==> config.mk <==
export PLATFORM = sky130hd
export DESIGN_NAME = de_int_ctrl
export DESIGN_NICKNAME = d
export VERILOG_FILES = /design/src/rtl/de_int_ctrl.sv
export SDC_FILE = /design/constraint.sdc
export NUM_CORES = 1
export LEC_CHECK = 0
export CELL_PAD_IN_SITES_DETAIL_PLACEMENT = 2
export CELL_PAD_IN_SITES_GLOBAL_PLACEMENT = 2
export CORE_ASPECT_RATIO = 0.5
export CORE_MARGIN = 5
export CORE_UTILIZATION = 32
export CTS_CLUSTER_DIAMETER = 60
export CTS_CLUSTER_SIZE = 25
export DETAILED_ROUTE_END_ITERATION = 7
export GPL_TIMING_DRIVEN = 0
export PLACE_DENSITY_LB_ADDON = 0.1
export SYNTH_ARGS = -nofsm -noshare
export SYNTH_HDL_FRONTEND = slang
export SYNTH_SLANG_ARGS = --single-unit
==> constraint.sdc <==
create_clock -name de_clk -period 4.2 [get_ports de_clk]
set_clock_uncertainty 0.1 [all_clocks]
set_input_delay 0.63 -clock de_clk [delete_from_list [all_inputs] [get_ports de_clk]]
set_output_delay 0.63 -clock de_clk [all_outputs]
set_load 0.005 [all_outputs]
==> src/rtl/de_int_ctrl.sv <==
// Drawing-engine interrupt controller: toggle-edge capture into sticky status,
// masking, holdoff coalescing of the host interrupt, and a small config port.
module de_int_ctrl #(
   parameter int NSRC   = 4,
   parameter int HOLD_W = 8
) (
   input  logic              de_clk,
   input  logic              de_rst,
   input  logic [NSRC-1:0]   src_tog,
   input  logic              cfg_wr,
   input  logic              cfg_rd,
   input  logic [1:0]        cfg_addr,
   input  logic [31:0]       cfg_wdata,
   output logic [31:0]       cfg_rdata,
   output logic              cfg_rvalid,
   output logic              int_out,
   output logic              int_pend
);

   typedef enum logic [1:0] {IDLE, ASSERT, HOLD} state_t;

   state_t            state;
   logic [NSRC-1:0]   tog_q;
   logic [NSRC-1:0]   ev;
   logic [NSRC-1:0]   status;
   logic [NSRC-1:0]   mask;
   logic [NSRC-1:0]   w1c;
   logic [HOLD_W-1:0] holdoff;
   logic [HOLD_W-1:0] cnt;
   logic [15:0]       evcnt;
   logic [4:0]        ev_num;
   logic [16:0]       evcnt_sum;
   logic [31:0]       rd_mux;
   logic              unused_wdata;

   assign unused_wdata = &{1'b0, cfg_wdata};

   assign ev       = src_tog ^ tog_q;
   assign int_pend = |(status & mask);
   assign w1c      = (cfg_wr && cfg_addr == 2'd0) ? cfg_wdata[NSRC-1:0] : '0;

   always_comb begin
      ev_num = '0;
      for (int i = 0; i < NSRC; i++)
         ev_num = ev_num + 5'(ev[i]);
   end

   assign evcnt_sum = {1'b0, evcnt} + 17'(ev_num);

   always_comb begin
      rd_mux = '0;
      case (cfg_addr)
         2'd0: rd_mux[NSRC-1:0]   = status;
         2'd1: rd_mux[NSRC-1:0]   = mask;
         2'd2: rd_mux[HOLD_W-1:0] = holdoff;
         2'd3: rd_mux[15:0]       = evcnt;
         default: rd_mux = '0;
      endcase
   end

   // tog_q follows src_tog even in reset so release never fakes an event.
   always_ff @(posedge de_clk) begin
      tog_q <= src_tog;
      if (de_rst) begin
         status     <= '0;
         mask       <= '0;
         holdoff    <= '0;
         evcnt      <= '0;
         cfg_rdata  <= '0;
         cfg_rvalid <= 1'b0;
      end else begin
         status     <= (status & ~w1c) | ev;
         cfg_rvalid <= cfg_rd;
         if (cfg_rd)
            cfg_rdata <= rd_mux;
         if (cfg_wr && cfg_addr == 2'd1)
            mask <= cfg_wdata[NSRC-1:0];
         if (cfg_wr && cfg_addr == 2'd2)
            holdoff <= cfg_wdata[HOLD_W-1:0];
         if (cfg_wr && cfg_addr == 2'd3)
            evcnt <= '0;
         else if (evcnt_sum[16])
            evcnt <= 16'hFFFF;
         else
            evcnt <= evcnt_sum[15:0];
      end
   end

   // HOLD runs exactly 'holdoff' cycles from the value latched on entry.
   always_ff @(posedge de_clk) begin
      if (de_rst) begin
         state   <= IDLE;
         cnt     <= '0;
         int_out <= 1'b0;
      end else begin
         case (state)
            IDLE: begin
               if (int_pend) begin
                  state   <= ASSERT;
                  int_out <= 1'b1;
               end
            end
            ASSERT: begin
               if (!int_pend) begin
                  int_out <= 1'b0;
                  if (holdoff == '0) begin
                     state <= IDLE;
                  end else begin
                     state <= HOLD;
                     cnt   <= holdoff;
                  end
               end
            end
            HOLD: begin
               int_out <= 1'b0;
               if (cnt <= HOLD_W'(1)) begin
                  state <= IDLE;
                  cnt   <= '0;
               end else begin
                  cnt <= cnt - HOLD_W'(1);
               end
            end
            default: begin
               state   <= IDLE;
               int_out <= 1'b0;
            end
         endcase
      end
   end

endmodule

=== After elaboration in Yosys (flattened, before gate mapping) ===
Cells that the tools add are included.

* Flip-flop bits (word level): 64
* Bits of input ports: 42
* Output and inout port bits: 35
* Logic and storage cells: 60

* $add $sub $neg: 5
* Order comparisons: 1
* Eq/ne operators: 9
* Multiplexer cells: 17
* Bitwise operators: 5
* Reductions and logical operators: 13

{| class="wikitable"
|+ Operator list
! kind !! count
|-
| two-way mux 8 bit || 4
|-
| adder 16 x 4 -> 17 bit || 1
|-
| two-way mux 16 bit || 1
|-
| case mux 4 bit (4 select lines) || 1
|-
| case mux 8 bit (2 select lines) || 1
|-
| AND 4 bit || 2
|-
| less-or-equal comparator 8 x 1 -> 1 bit (second input constant) || 1
|-
| zero test 8 bit || 1
|-
| two-way mux 2 bit || 4
|-
| inequality test 2 bit (second input constant) || 4
|-
| case mux 4 bit (2 select lines) || 1
|-
| subtractor 8 x 1 -> 8 bit (second input constant) || 1
|-
| equality test 2 bit (second input constant) || 3
|-
| case mux 2 bit (3 select lines) || 1
|-
| AND reduction 3 bit || 2
|-
| adder 3 x 1 -> 4 bit || 1
|-
| equality test 2 x 1 -> 1 bit (second input constant) || 2
|-
| logical AND 1 bit || 4
|-
| zero test 2 bit || 2
|-
| two-way mux 4 bit || 1
|-
| inverter 4 bit || 1
|-
| OR 4 bit || 1
|-
| OR reduction 4 bit || 1
|-
| XOR 4 bit || 1
|-
| 7 further kinds || 8
|}

=== Depth between registers and ports, before layout ===
* Depth in word-level cells: 6
* Gate-level depth with buffers: 10
* Gate-level depth less buffers: 10

=== Worst setup path before layout ===
No wires, ideal clock.

* Path type: input to register
* From: input port src_tog[1]
* To: register evcnt[1]
* Library setup time: 70 ps
* Arrival time: 2863 ps
* Required time: 4030 ps
* Path slack: 1167 ps
* Stages on the path: 10
* Buffers on the path: 1
* Cell sequence: xnor2_1 fa_1 fa_1 inv_1 fa_1 nand2_1 nor3b_2 nand4_1 buf_2 a21oi_1

* Cells in the longest elaborated chain, start to end: 6

{| class="wikitable"
|+ Ends and longest elaborated chain
! what !! RTL line !! source
|-
| start: declaration || 9 || <nowiki>input logic [NSRC-1:0] src_tog,</nowiki>
|-
| XOR 4 bit || 38 || <nowiki>assign ev = src_tog ^ tog_q;</nowiki>
|-
| adder 1 x 1 -> 2 bit || 45 || <nowiki>ev_num = ev_num + 5'(ev[i]);</nowiki>
|-
| adder 2 x 1 -> 3 bit || 45 ||
|-
| adder 3 x 1 -> 4 bit || 45 ||
|-
| adder 16 x 4 -> 17 bit || 48 || <nowiki>assign evcnt_sum = {1'b0, evcnt} + 17'(ev_num);</nowiki>
|-
| two-way mux 16 bit || 82 || <nowiki>else if (evcnt_sum[16])</nowiki>
|-
| end signal: assignment || 85 || <nowiki>evcnt <= evcnt_sum[15:0];</nowiki>
|-
| end: declaration || 30 || <nowiki>logic [15:0] evcnt;</nowiki>
|}

No other way between the ends.
A chain may end at the register's enable or synchronous reset.

=== Final worst setup path ===
* From: input port src_tog[3]
* To: register evcnt[4]

* Cells in the longest elaborated chain, start to end: 4

{| class="wikitable"
|+ Ends and longest elaborated chain
! what !! RTL line
|-
| XOR 4 bit || 38
|-
| adder 3 x 1 -> 4 bit || 45
|-
| adder 16 x 4 -> 17 bit || 48
|-
| two-way mux 16 bit || 82
|}

No other way between the ends.

==> qor.txt <==
========================================================================================
Status                                                                      complete, no violations
Cell area reported after detailed placement                                   3690 sq um
Global-route usage over all layers                                                 17.8%
Fin crit period                                                                  3620 ps
Cell area after layout                                                        3990 sq um
Via-per-instance ratio                                                              4.96
Hold Crit Class                                                             flop to flop
Cell Area, Synth                                                              3120 sq um
Router iterations before antenna repair                                                4
Library cell with the largest summed area after synthesis                        dfxtp_1
Placed wire-length estimate                                                      7320 um
Sequential-to-total area share from yosys stat                                     41.1%
Fraction of the mapped netlist area in compound gates                              13.0%
Share of synthesized cell area in and, or, nand and nor gates                      20.5%
Number of gates given a new drive strength after cts                                   0
Average cell area after synthesis                                             9.28 sq um
Post-CTS Setup Bufs                                                                    0
Static leakage                                                                   1.63 nW
Final antenna diode count                                                              0
Combinational family with the most area after synthesis                     simple AND/OR/NAND/NOR gates
RSZ-0062 raised after global routing                                               false
Critical path peak fanout                                                             10
Global-route wire length before repair                                          16600 um
Placeable Area                                                                9480 sq um
Top cells by area, synth                                                    dfxtp_1, mux2i_1, a21oi_1
CTS sink cnt                                                                          64
Critical path arrival                                                            3780 ps
Mux contribution to synthesized area                                               10.9%
Yosys warning total                                                                    0
Layout filler cell count                                                            1044
Worst IR drop on VDD                                                          0.000237 V
Quantity of hold-fixing buffers added after cts                                        0
Via count of the first global-routing pass                                          3067
Synthesized-area fraction occupied by adder cells                                  3.13%
Port bufs                                                                             35
# IOs                                                                                 77
Net count of the finished layout                                                     445
Via Count                                                                           2666
Area of the die                                                              11900 sq um
Clock tree from TritonCTS                                                           done
Number of setup violations in the final report                                         0
Hold Slack                                                                        374 ps
Initial antenna violation count                                                        0
Final total negative setup slack                                                    0 ps
Routed length per placed instance                                                18.2 um
Total wire length after detailed routing                                         9780 um
Remaining DRCs                                                                         0
Initial core utilization                                                           32.9%
Final Hold Violating Endpoints                                                         0
Horizontal extent of the die                                                      150 um
Clk buf depth                                                                          2
Portion of the clock cycle consumed by the worst path in the final layout          86.3%
Level count of the clock H-tree                                                        3
Startpoint kind of the worst setup timing path                                input port
Sum of overflow across all layers after global routing                                 0
EDFF count, synth                                                                      0
Insertion delay to the later sink of the worst-skew pair                          330 ps
Clock slew at the register clock pins of the worst setup and hold paths            50 ps
Number of library cell types mapped by synthesis                                      52
Area share of the leading cell type in the synthesized netlist                     41.1%
Share of flip-flops with an asynchronous set or reset after synthesis                 0%
Max-cap viol count                                                                     0
Required time of the worst setup path                                            4360 ps
Number of instances in the synthesized netlist                                       336
Root Driver                                                                    clkbuf_16
#FFs+latches synth                                                                    64
Most frequently used flop master after synthesis                                 dfxtp_1
Standard-cell row count                                                               25
Power density over cell area                                                 413 nW/um^2
Design Power                                                                     1.65 mW
TritonCTS buffer count                                                                 9
Post-synthesis xor/xnor area fraction                                              3.65%
Area delta synth->final                                                            28.1%
Slew margin rel.                                                                   51.4%
Slew at the pin closest to its max-slew limit                                     728 ps
Nature of the critical path endpoint                                                flop
Antenna Nets Post-Route                                                                0
Pin count of the biggest net entering global routing                                  11
Final estimated routing congestion in global placement                             0.753
Share of cells above drive strength 1                                              12.7%
Final count of pins violating max slew                                                 0
Die extent in y                                                                  79.8 um
Highest achievable clock rate                                                    276 MHz
Worst Setup Path Type                                                       input port to flop
Violation count after the first detailed-routing iteration                            81
========================================================================================
## worst paths after layout
check / endpoint / depth (start not counted) / startpoint / slack (ps)
worst max-delay path: evcnt[4] / 11 / src_tog[3] / 580
worst max register to register: evcnt[4] / 10 / tog_q[3] / 1010
worst min register to register: cfg_rdata[10] / 2 / cfg_rdata[10] / 370
worst min-delay path: cfg_rdata[10] / 2 / cfg_rdata[10] / 370
## cell families after synthesis
group                      after synthesis
muxes                                   28
AOI/OAI and AO/OA                       62
DFF                                     64
adders and majority gates                6
xor gates and xnor gates                13
other                                    1
and+or+nand+nor                        119
buffers and inverters                   43
## per-stage QoR
step / util [%] / cells / setup slack, ps
finish: 42.1 / 537 / 577
global route: 42.1 / 537 / 330
CTS: 42.1 / 537 / 545
detailed placement: 39.0 / 521 / 218
global placement: 39.0 / 521 / 327
floorplan: - / 351 / 1170
## per-layer routing
layer | vias up | wire (um) | track usage [%]
met2 | 32 | 4870 | 31.7
met1 | 1341 | 4500 | 21.5
li1 | 1283 | - | -
met5 | - | 0 | 0
met4 | 0 | 111 | 4.38
met3 | 10 | 287 | 4.82
## cells in the mapped netlist, drive strengths merged, types with 4 or more instances
cell type  number
xnor2           7
a21oi          36
o2111ai         4
xor2            6
o21ai           6
inv            10
nor2b           5
buf            23
nand2b         15
nand2          20
nor2           28
mux4            4
clkbuf         10
and3            4
mux2i          20
dfxtp          64
nand3          18
mux2            4
nor3            9
## worst max-delay path, stage by stage
cell and delay [ps]:
clkdlybuf4s50_1 440, xnor2_1 300, fa_1 500, fa_1 430, inv_1 80, fa_1 230
nand2_1 100, nor3b_2 360, nand4_1 270, buf_2 270, a21oi_1 150
## final cells by class
type | count | area (sq um) | share of cell area, %
multi-input combinational | 244 | 1660 | 41.5
tap | 135 | 169 | 4.23
buffer | 33 | 198 | 4.95
sequential | 64 | 1280 | 32.1
inverter | 10 | 37.5 | 0.940
clock inverter | 3 | 40.0 | 1.00
timing repair buffer | 35 | 350 | 8.77
clock buffer | 13 | 260 | 6.52
## flip-flops by register name (all words and copies together) (netlist names)
| register | flops |
|---|---|
| cfg_rdata | 16 |
| cfg_rvalid | 1 |
| cnt | 8 |
| evcnt | 16 |
| holdoff | 8 |
| int_out | 1 |
| mask | 4 |
| state | 2 |
| status | 4 |
| tog_q | 4 |
## placed cells by master (no fill, tap or decap), drive strengths merged, types with 5 or more instances in the layout
cell           count
dfxtp             64
a21oi             36
clkdlybuf4s50     35
nor2              28
buf               23
clkbuf            23
mux2i             20
nand2             20
nand3             18
conb              16
nand2b            15
inv               10
nor3               9
xnor2              7
xor2               6
o21ai              6
nor2b              5
## power breakdown
| part | internal [mW] | switching, mW | total (mW) |
|---|---|---|---|
| sequential | 0.637 | 0.0290 | 0.666 |
| combinational | 0.103 | 0.122 | 0.225 |
| clock | 0.490 | 0.270 | 0.760 |
Power figures use the tool's default switching activity.
